[src/rtl/mem_access_unit.sv]
// Memory access unit: MAR/MDR/stride registers driving a held read/write strobe to data
// memory, with post-increment addressing, busy output and a sticky timeout/conflict error.
module mem_access_unit #(
  parameter int unsigned BUS_W       = 24,
  parameter int unsigned DATA_W      = 8,
  parameter int unsigned ADDR_W      = 16,
  parameter int unsigned STRIDE_W    = 8,
  parameter int unsigned TIMEOUT_CYC = 255
) (
  input  logic              clk,
  input  logic              reset_n,
  input  logic              enable,
  input  logic [BUS_W-1:0]  c_bus,
  input  logic              mar_load,
  input  logic              mdr_load,
  input  logic              stride_load,
  input  logic              rd_req,
  input  logic              wr_req,
  input  logic              addr_inc,
  input  logic              err_clr,
  output logic [ADDR_W-1:0] mem_addr,
  output logic [DATA_W-1:0] mem_wdata,
  input  logic [DATA_W-1:0] mem_rdata,
  output logic              mem_rd,
  output logic              mem_wr,
  input  logic              mem_ready,
  output logic [DATA_W-1:0] mdr_out,
  output logic              busy,
  output logic              err
);

  // Counter only needs to reach TIMEOUT_CYC-1.
  localparam int unsigned CntW = (TIMEOUT_CYC > 1) ? $clog2(TIMEOUT_CYC) : 1;

  typedef enum logic [1:0] {StIdle, StRdWait, StWrWait} state_e;

  state_e              state_q, state_d;
  logic [ADDR_W-1:0]   mar_q, mar_d;
  logic [DATA_W-1:0]   mdr_q, mdr_d;
  logic [STRIDE_W-1:0] stride_q, stride_d;
  logic [CntW-1:0]     cnt_q, cnt_d;
  logic                inc_pend_q, inc_pend_d;
  logic                err_q, err_d;
  logic                set_err;

  always_comb begin
    state_d    = state_q;
    mar_d      = mar_q;
    mdr_d      = mdr_q;
    stride_d   = stride_q;
    cnt_d      = cnt_q;
    inc_pend_d = inc_pend_q;
    set_err    = 1'b0;
    unique case (state_q)
      StIdle: begin
        if (mar_load)    mar_d    = c_bus[ADDR_W-1:0];
        if (mdr_load)    mdr_d    = c_bus[DATA_W-1:0];
        if (stride_load) stride_d = c_bus[STRIDE_W-1:0];
        inc_pend_d = addr_inc;
        cnt_d      = '0;
        if (rd_req && wr_req) set_err = 1'b1;
        else if (rd_req)      state_d = StRdWait;
        else if (wr_req)      state_d = StWrWait;
      end
      StRdWait, StWrWait: begin
        if (mem_ready) begin
          if (state_q == StRdWait) mdr_d = mem_rdata;
          if (inc_pend_q) mar_d = mar_q + ADDR_W'(stride_q);
          state_d = StIdle;
        end else if ((TIMEOUT_CYC != 0) && (cnt_q == CntW'(TIMEOUT_CYC - 1))) begin
          set_err = 1'b1;
          state_d = StIdle;
        end else begin
          cnt_d = cnt_q + 1'b1;
        end
      end
      default: state_d = StIdle;
    endcase
    // A new error outranks a simultaneous clear.
    err_d = set_err | (err_q & ~err_clr);
  end

  always_ff @(posedge clk) begin
    if (!reset_n) begin
      state_q    <= StIdle;
      mar_q      <= '0;
      mdr_q      <= '0;
      stride_q   <= STRIDE_W'(1);
      cnt_q      <= '0;
      inc_pend_q <= 1'b0;
      err_q      <= 1'b0;
    end else if (enable) begin
      state_q    <= state_d;
      mar_q      <= mar_d;
      mdr_q      <= mdr_d;
      stride_q   <= stride_d;
      cnt_q      <= cnt_d;
      inc_pend_q <= inc_pend_d;
      err_q      <= err_d;
    end
  end

  assign mem_addr  = mar_q;
  assign mem_wdata = mdr_q;
  assign mdr_out   = mdr_q;
  assign mem_rd    = (state_q == StRdWait);
  assign mem_wr    = (state_q == StWrWait);
  assign busy      = (state_q != StIdle);
  assign err       = err_q;

  // Upper C-bus bits beyond the widest register are not used.
  logic unused_c_bus;
  assign unused_c_bus = ^c_bus;

endmodule

[config.mk]
export PLATFORM = sky130hd
export DESIGN_NAME = mem_access_unit
export DESIGN_NICKNAME = d
export VERILOG_FILES = /design/src/rtl/mem_access_unit.sv
export SDC_FILE = /design/constraint.sdc
export NUM_CORES = 1
export LEC_CHECK = 0
export ABC_CLOCK_PERIOD_IN_PS = 2500
export BUFFER_PORTS_ARGS = -buffer_cell sky130_fd_sc_hd__buf_2
export CAP_MARGIN = 25
export CORE_MARGIN = 5
export CORE_UTILIZATION = 25
export CTS_BUF_LIST = sky130_fd_sc_hd__clkbuf_16
export CTS_CLUSTER_SIZE = 8
export DETAILED_ROUTE_END_ITERATION = 10
export GPL_TIMING_DRIVEN = 0
export SYNTH_ARGS = -nofsm -noshare
export SYNTH_HDL_FRONTEND = slang
export SYNTH_SLANG_ARGS = --single-unit
[constraint.sdc]
create_clock -name clk -period 2.5 [get_ports clk]
set_input_delay 0.75 -clock clk [delete_from_list [all_inputs] [get_ports clk]]
set_output_delay 0.75 -clock clk [all_outputs]
set_load 0.05 [all_outputs]
==> results.yml, run 1 <==
synth:
  synth-warning-count: 0
  avgSynthCellArea_um2: 8.221
  async_flop_share_pct: 0
  synth_edf_count: 0
  synth_top_area_share_pct: 32.18
  synth_cell_type_count: 63
  syn_inst: 333
  synth_commonest_cells: "nand2_1, dfxtp_1, nor2_1, a21oi_1, o21ai_0"
  ys_seq_area_share_pct: 32.18
  ys.flop_type: "dfxtp_1"
  ys_ff_latch: 44
  synth.most_common_cell: "nand2_1"
  syn_nets: 391
  yosys-top-cells-area: "dfxtp_1, ha_1, nand2_1, a21oi_1, a211oi_1"
  yosys.area.top_type: "dfxtp_1"
  syn-cell-area_um2: 2738
sta:
  setup_slack_ps: 176.6
  fmax_ghz: 0.4304
  finalMaxSlewViolations: 0
  finalHoldViolCount: 0
  slew_headroom_pct: 56.39
  final_min_period_over_clock_period_pct: 92.94
  rsz0062_at_grt: "no"
  fin_crit_ps: 2323
  tightest_slew_ps: 647.4
  fin_setup_tns_ps: 0
  finalSetupViolCount: 0
  clock_skew_ps: 6.757
  hold_ws_ps: 457.5
floorplan:
  fp.dieArea_um2: 13140
  start_util_pct: 25.37
  die_h_um: 114.6
  io_pins: 79
  rows: 38
  fp.coreArea_um2: 10790
  die_x_um: 114.6
final_layout:
  area_growth_pct: 25.46
  layout.cells.non_filler: 551
  fillers: 1152
  nets: 468
  layout-drive-gt1-share_pct: 27.01
  diodes: 0
drt:
  drt-met1-wl_mm: 3.700
  met3_length_um: 599
  wl_mm: 8.341
  drtIter0Drc: 87
  highest_layer: "met4"
  route.met2.wl_mm: 3.937
  drt.antenna.violating_nets: 0
  avgViaCountPerCell: 4.976
  drc: 0
  dr_total_vias: 2742
  first_pass_iters: 4
  wl_per_cell_um: 15.14
clocking:
  post_cts_buffers: 0
  cts_hold_buffers: 0
  cts_root_buf: "clkbuf_16"
  cts_max_level: 2
  cts.sinks: 44
  tritoncts: "done"
  cts_resized: 0
  clockBufferDepth: 2
  worstSkewPairLatency_ps: 290
  numCtsBuffers: 5
  path_clk_slew_ps: 60
place:
  portBuffers: 70
  dp.cells: 543
  dp_hpwl_mm: 6.532
  pre_cts_slack_ps: 173.9
  gp_congestion: 0.8847
flow_run:
  maxCapViolCount: 0
pwr:
  p_leak_uw: 0.001472
  finalPower_uw: 2369
  ir_worst_vdd_mv: 0.2879
  p_per_area_nw_per_um2: 689.8
outcome:
  outcome: "completed"
global_route:
  grt_max_degree: 16
  grt_pass1_wl_mm: 13.68
  antenna_found_initial: 0
  grt_pass1_vias: 2759
  grt_overflow: 0
  grtUsageTotal_pct: 13.00
worst_setup_path:
  path_max_fanout: 10
  crit_path_end_kind: "flop"
  cp.required_ps: 2710
  worstSetupPathType: "reg -> reg"
  worst_ep_arrival_time_ps: 2540
  startpoint_type: "flop"
worst_hold_path:
  hold_class: "reg -> reg"
-- placed cells by master, fill, tap and decap left out, drive strengths merged, types with 2 or more instances in the layout --
cell and count:
and4 2, a311oi 2, a221oi 2, nor3 8, dfxtp 44, a22o 2
nand3 9, o211ai 4, a21o 4, nand4 10, a211oi 13, nor2 26
clkbuf 11, a31oi 2, o21ai 20, nor3b 3, ha 14, a22oi 2
nor2b 8, a221o 2, and2 2, or3 6, xor2 3, nand2 46
mux2i 7, xnor2 5, and3 4, inv 8, a2111oi 2, a21oi 25
buf 90
-- cells by family (layout without fill, tap and decap cells) --
logic type | count (synthesis) | in the layout | share of synthesized area [%]
AOI/OAI and AO/OA | 93 | 93 | 24.27
xor gates and xnor gates | 8 | 8 | 2.560
adders and majority gates | 15 | 15 | 7.130
buffers and inverters | 33 | 111 | 6.673
DFF | 44 | 44 | 32.18
muxes | 8 | 8 | 2.971
and+or+nand+nor | 132 | 132 | 24.22
-- registers in the layout, summed over array words and instances (netlist names) --
name	cells
cnt_q	8
err	1
inc_pend_q	1
mdr_out	8
mem_addr	16
state_q	2
stride_q	8
-- path summary, 6_finish.rpt --
kind | start | to | slack [ps] | cells after the start
max reg2reg | state_q[0] | mem_addr[14] | 180 | 7
min reg2reg | stride_q[4] | stride_q[4] | 460 | 2
min | stride_q[4] | stride_q[4] | 460 | 2
max | state_q[0] | mem_addr[14] | 180 | 7
-- critical path, stage by stage, from the launching register on --
cell      delay (ps)
dfxtp_1          370
inv_1             90
ha_1             380
a21boi_2         210
nor3_4           380
clkbuf_1         480
a311oi_1         180
nor3_1           150
-- area by class of cell --
class,count,area [um^2],area share [%]
multi-input cells,256,1674,48.74
clock inverters,3,46.29,1.348
plain buffers,26,156.4,4.554
inverters,7,26.28,0.7650
flip-flops and latches,44,880.8,25.65
clock buffers,5,125.1,3.643
repair buffers,70,350.3,10.20
well taps,140,175.2,5.100
-- metal layers --
metal / up-vias / track usage [%]
li1: 1371 / -
met2: 82 / 22.24
met5: - / 0
met4: 0 / 3.721
met1: 1280 / 16.59
met3: 9 / 2.484
-- stage by stage --
step | util, % | instance area (um^2)
CTS | 31.82 | 3435
detailed placement | 30.23 | 3263
global route | 31.82 | 3435
global placement | 30.23 | 3263
floorplan | - | 2738
finish | 31.82 | 3435
-- power by group --
group | leakage, uW | switching [uW] | total [uW] | internal, uW
Sequential | 0.000359 | 49.7 | 809 | 759
Combinational | 0.00103 | 545 | 790 | 245
Clock | 0.0000804 | 294 | 770 | 475
Total | 0.00147 | 889 | 2370 | 1480
Note: power is estimated with default switching activity, not from simulation.
==> run 2: changes to the inputs <==
CORE_ASPECT_RATIO = 1.2   (was default)
RECOVER_POWER = 50   (was default)
==> run 2 against run 1 <==
Against the previous run:
- maximum frequency is 0.72% higher
- critical endpoint is now busy
- first-iteration DRC count is 48% higher
- worst setup slack better by 17 ps
- global-route usage is 0.47 points lower
- hold slack better by 9.9 ps
- sequential cell count stayed put
- clock-buffer cell count stayed put
- sequential power hardly changed
- largest power group unchanged
==> results.yml, run 2 (synthesis results as in run 1) <==
worst_setup_path:
  cpPeakStageDelay_ps: 360
  cp_cell_sequence: "inv_1 > ha_1 > buf_2 > inv_1 > buf_2"
  cp.required_ps: 1750
  startpoint_type: "flop"
  critPathSlowestCell: "dfxtp_1"
  worst_ep_arrival_time_ps: 1560
  crit_buf_inv: 4
  worstSetupPathType: "reg -> out"
  crit_family: "buffers and inverters"
  crit_path_end_kind: "primary output"
  path_max_fanout: 10
clocking:
  clockBufferDepth: 2
  cts_hold_buffers: 0
  cts_max_level: 2
  post_cts_buffers: 0
  tritoncts: "done"
  path_clk_slew_ps: 70
  cts_resized: 0
  cts_root_buf: "clkbuf_16"
  cts.sinks: 44
  worstSkewPairLatency_ps: 280
  numCtsBuffers: 5
pwr:
  p_seq_share_pct: 34.4
  p_clk_share_pct: 32.8
  ir_worst_vdd_mv: 0.4150
  p_per_area_nw_per_um2: 697.9
  combinationalPowerShare_pct: 32.8
  switchingPower_uw: 893.0
  p_leak_uw: 0.001338
  finalPower_uw: 2354
  sw_frac_of_total_pct: 37.93
  internal_power_uw: 1461
place:
  portBuffers: 70
  pre_cts_slack_ps: 147.8
  dp_hpwl_mm: 6.468
  gp_congestion: 0.8389
drt:
  avgViaCountPerCell: 5.015
  wl_per_cell_um: 15.30
  drtIter0Drc: 129
  first_pass_iters: 4
  drc: 0
  wl_mm: 8.260
  drt.antenna.violating_nets: 0
  dr_total_vias: 2708
floorplan:
  fp.coreArea_um2: 10620
  rows: 41
  io_pins: 79
  fp.dieArea_um2: 13150
  start_util_pct: 25.78
  die_h_um: 124.6
  die_x_um: 105.5
global_route:
  grtUsageTotal_pct: 12.53
  antenna_found_initial: 0
  grt_pass1_vias: 2701
  grt_pass1_wl_mm: 13.56
  grt_overflow: 0
  grt_max_degree: 16
sta:
  setup_slack_ps: 193.1
  clock_skew_ps: 2.670
  hold_ws_ps: 467.4
  fmax_ghz: 0.4335
  tightest_slew_ps: 663.2
  finalHoldViolCount: 0
  finalSetupViolCount: 0
  fin_setup_tns_ps: 0
  fin_crit_ps: 2307
  slew_headroom_pct: 55.32
  rsz0062_at_grt: "no"
  finalMaxSlewViolations: 0
  final_min_period_over_clock_period_pct: 92.28
final_layout:
  final_cell_mix: "nand2_1, buf_2, dfxtp_1, clkbuf_1, nor2_1"
  layout-drive-gt1-share_pct: 18.98
  multiInputGateArea_um2: 1674
  area_growth_pct: 23.22
  diodes: 0
  final_common_cell: "nand2_1"
  nets: 468
  largest_reg_flops: 16
  fillers: 1135
  ff_latch_area_um2: 880.8
outcome:
  outcome: "completed"
worst_hold_path:
  hold_class: "reg -> reg"
flow_run:
  maxCapViolCount: 0
[run 2: routing by layer]
metal	track usage [%]	share of wire, %
met1	15.86	44
met2	20.72	48
met3	2.851	6.7
met4	4.573	1.7
met5	0	0
[run 2: final timing paths]
check / startpoint / end / slack [ps] / depth (start not counted)
setup / recovery: state_q[0] / busy / 190 / 5
hold / removal: stride_q[5] / stride_q[5] / 470 / 2
setup reg to reg: state_q[1] / mem_addr[12] / 220 / 8
hold reg to reg: stride_q[5] / stride_q[5] / 470 / 2
[run 2: layout make-up]
type,count,area share [%]
multi-input cells,256,49.63
flip-flops and latches,44,26.11
repair buffers,70,9.162
well taps,129,4.785
plain buffers,26,4.451
clock buffers,5,3.709
clock inverters,3,1.372
inverters,7,0.7789
[run 2: power groups by stage]
stage / clock, uW / combinational [uW] / sequential (uW)
2_1_floorplan: 0 / 436 / 973
3_3_place_gp: 0 / 786 / 821
3_5_place_dp: 0 / 793 / 825
4_1_cts: 787 / 795 / 809
5_1_grt: 809 / 839 / 820
6_report: 772 / 773 / 809
[run 2: tightest hold or removal path: cells and delay by family, from the launching register on]
family / cells / cell delay (ps)
flops: 1 / 310
simple gates: 1 / 60
compound gates: 1 / 50
[run 2: stage by stage]
| stage | cells | instance area [um^2] | util (%) |
|---|---|---|---|
| global route | 540 | 3373 | 31.77 |
| floorplan | 333 | 2738 | - |
| detailed placement | 532 | 3249 | 30.60 |
| global placement | 532 | 3249 | 30.60 |
| finish | 540 | 3373 | 31.77 |
| CTS | 540 | 3421 | 32.21 |
==> run 3: changes to the inputs <==
CORE_UTILIZATION = 30   (was 25)
==> run 3 against run 2 <==
Against the previous run:
- combinational power hardly changed
- clock skew increased by 2.2 ps
- core utilization grew 5.6 points
- largest cell class unchanged
- hold slack lost 5.6 ps
==> results.yml, run 3 (synthesis results as in run 1) <==
final_layout:
  final_area_um2: 3361
  largest_reg_flops: 16
  layout-drive-gt1-share_pct: 18.73
  final_util_pct: 37.40
  final_cell_mix: "nand2_1, buf_2, dfxtp_1, clkbuf_1, nor2_1"
  area_growth_pct: 22.76
  diodes: 0
  final_common_cell: "nand2_1"
  nets: 468
sta:
  fin_crit_ps: 2302
  slew_headroom_pct: 54.19
  fmax_ghz: 0.4345
  final_min_period_over_clock_period_pct: 92.06
  fin_setup_tns_ps: 0
  finalHoldViolCount: 0
  clock_skew_ps: 4.835
  rsz0062_at_grt: "no"
  finalSetupViolCount: 0
  tightest_slew_ps: 680.0
  finalMaxSlewViolations: 0
  hold_ws_ps: 461.8
clocking:
  tritoncts: "done"
  post_cts_buffers: 0
  cts.sinks: 44
  worstSkewPairLatency_ps: 290
  cts_max_level: 2
  cts_resized: 0
  cts_hold_buffers: 0
  path_clk_slew_ps: 70
  numCtsBuffers: 5
  cts_root_buf: "clkbuf_16"
  clockBufferDepth: 2
global_route:
  grt_pass1_wl_mm: 13.27
  grtUsageTotal_pct: 14.51
  grt_max_degree: 16
  grt_overflow: 0
  antenna_found_initial: 0
  grt_pass1_vias: 2738
drt:
  wl_mm: 8.196
  drc: 0
  first_pass_iters: 4
  drtIter0Drc: 225
  drt.antenna.violating_nets: 0
  dr_total_vias: 2787
  wl_per_cell_um: 15.44
  avgViaCountPerCell: 5.249
flow_run:
  maxCapViolCount: 0
pwr:
  p_seq_share_pct: 34.4
  switchingPower_uw: 892.0
  ir_worst_vdd_mv: 0.3790
  p_leak_uw: 0.001335
  p_per_area_nw_per_um2: 700.2
  internal_power_uw: 1461
  p_clk_share_pct: 32.9
  sw_frac_of_total_pct: 37.90
  combinationalPowerShare_pct: 32.7
worst_setup_path:
  worstRegToRegCells: 8
  r2r-end: "mem_addr[12]"
  r2r_start: "state_q[1]"
  cpPeakStageDelay_ps: 360
  reg2reg_slack_ps: 210
  cp_cell_sequence: "inv_1 > ha_1 > buf_2 > inv_1 > buf_2"
  critPathSlowestCell: "dfxtp_1"
  crit_path_end_kind: "primary output"
  crit_start: "state_q[0]"
  worstSetupPathType: "reg -> out"
  worst_ep_arrival_time_ps: 1550
  path_max_fanout: 10
  startpoint_type: "flop"
  endpoint: "busy"
  cp.required_ps: 1750
place:
  post_dp_cell_area_um2: 3238
  dp_hpwl_mm: 6.267
  portBuffers: 70
  gp_congestion: 0.8469
floorplan:
  die_x_um: 97.21
  io_pins: 79
  die_h_um: 114.6
  start_util_pct: 30.47
  rows: 38
  fp.dieArea_um2: 11140
  fp.coreArea_um2: 8986
outcome:
  outcome: "completed"
worst_hold_path:
  hold_class: "reg -> reg"
-- run 3: changes by cell type in the layout (fill, tap and decap cells not counted), sizes merged --
cell    previous run  this run
buf               56        55
clkbuf            45        46
-- run 3: how the worst min path moves through the flow --
stage | startpoint | end | slack, ps | cells past startpoint
after floorplan | stride_q[2] | stride_q[2] | 440 | 2
after global placement | stride_q[4] | stride_q[4] | 450 | 2
after detailed placement | stride_q[4] | stride_q[4] | 460 | 2
after CTS | stride_q[4] | stride_q[4] | 470 | 2
after global routing | stride_q[4] | stride_q[4] | 500 | 2
final | stride_q[4] | stride_q[4] | 460 | 2
-- run 3: final cells by class --
| class | instances | area (um^2) |
|---|---|---|
| Clock inverter | 3 | 46.29 |
| Timing Repair Buffer | 70 | 307.8 |
| Multi-Input combinational cell | 256 | 1674 |
| Buffer | 26 | 150.1 |
| Clock buffer | 5 | 125.1 |
| Tap cell | 120 | 150.1 |
| Inverter | 7 | 26.28 |
| Sequential cell | 44 | 880.8 |
| Fill cell | 946 | 5625 |
-- run 3: per-stage QoR --
| stage | total power, uW | setup WS (ps) | cells |
|---|---|---|---|
| after floorplan | 1409 | 233.6 | 333 |
| after global placement | 1601 | 225.1 | 523 |
| after detailed placement | 1612 | 153.7 | 523 |
| after CTS | 2387 | 159.1 | 531 |
| after global routing | 2471 | 24.95 | 531 |
| final | 2353 | 198.4 | 531 |
-- run 3: power groups by stage --
stage	combinational, uW	sequential (uW)	clock (uW)
after detailed placement	787	825	0
after floorplan	436	973	0
final	770	810	773
after global placement	780	821	0
after CTS	789	809	788
after global routing	831	819	821
-- run 3: worst max-delay path, delay by kind of cell (launching register included) --
| kind | cells | cell delay [ps] |
|---|---|---|
| buffers and inverters | 4 | 660 |
| flip-flops | 1 | 360 |
| adder cells (fa/ha/maj) | 1 | 240 |
-- run 3: per-layer routing --
metal,vias up,track usage [%],part of all wire (%)
li1,1363,-,-
met1,1316,17.57,43
met2,97,25.83,50
met3,11,2.864,5.1
met4,0,4.682,2.2
met5,-,0,0
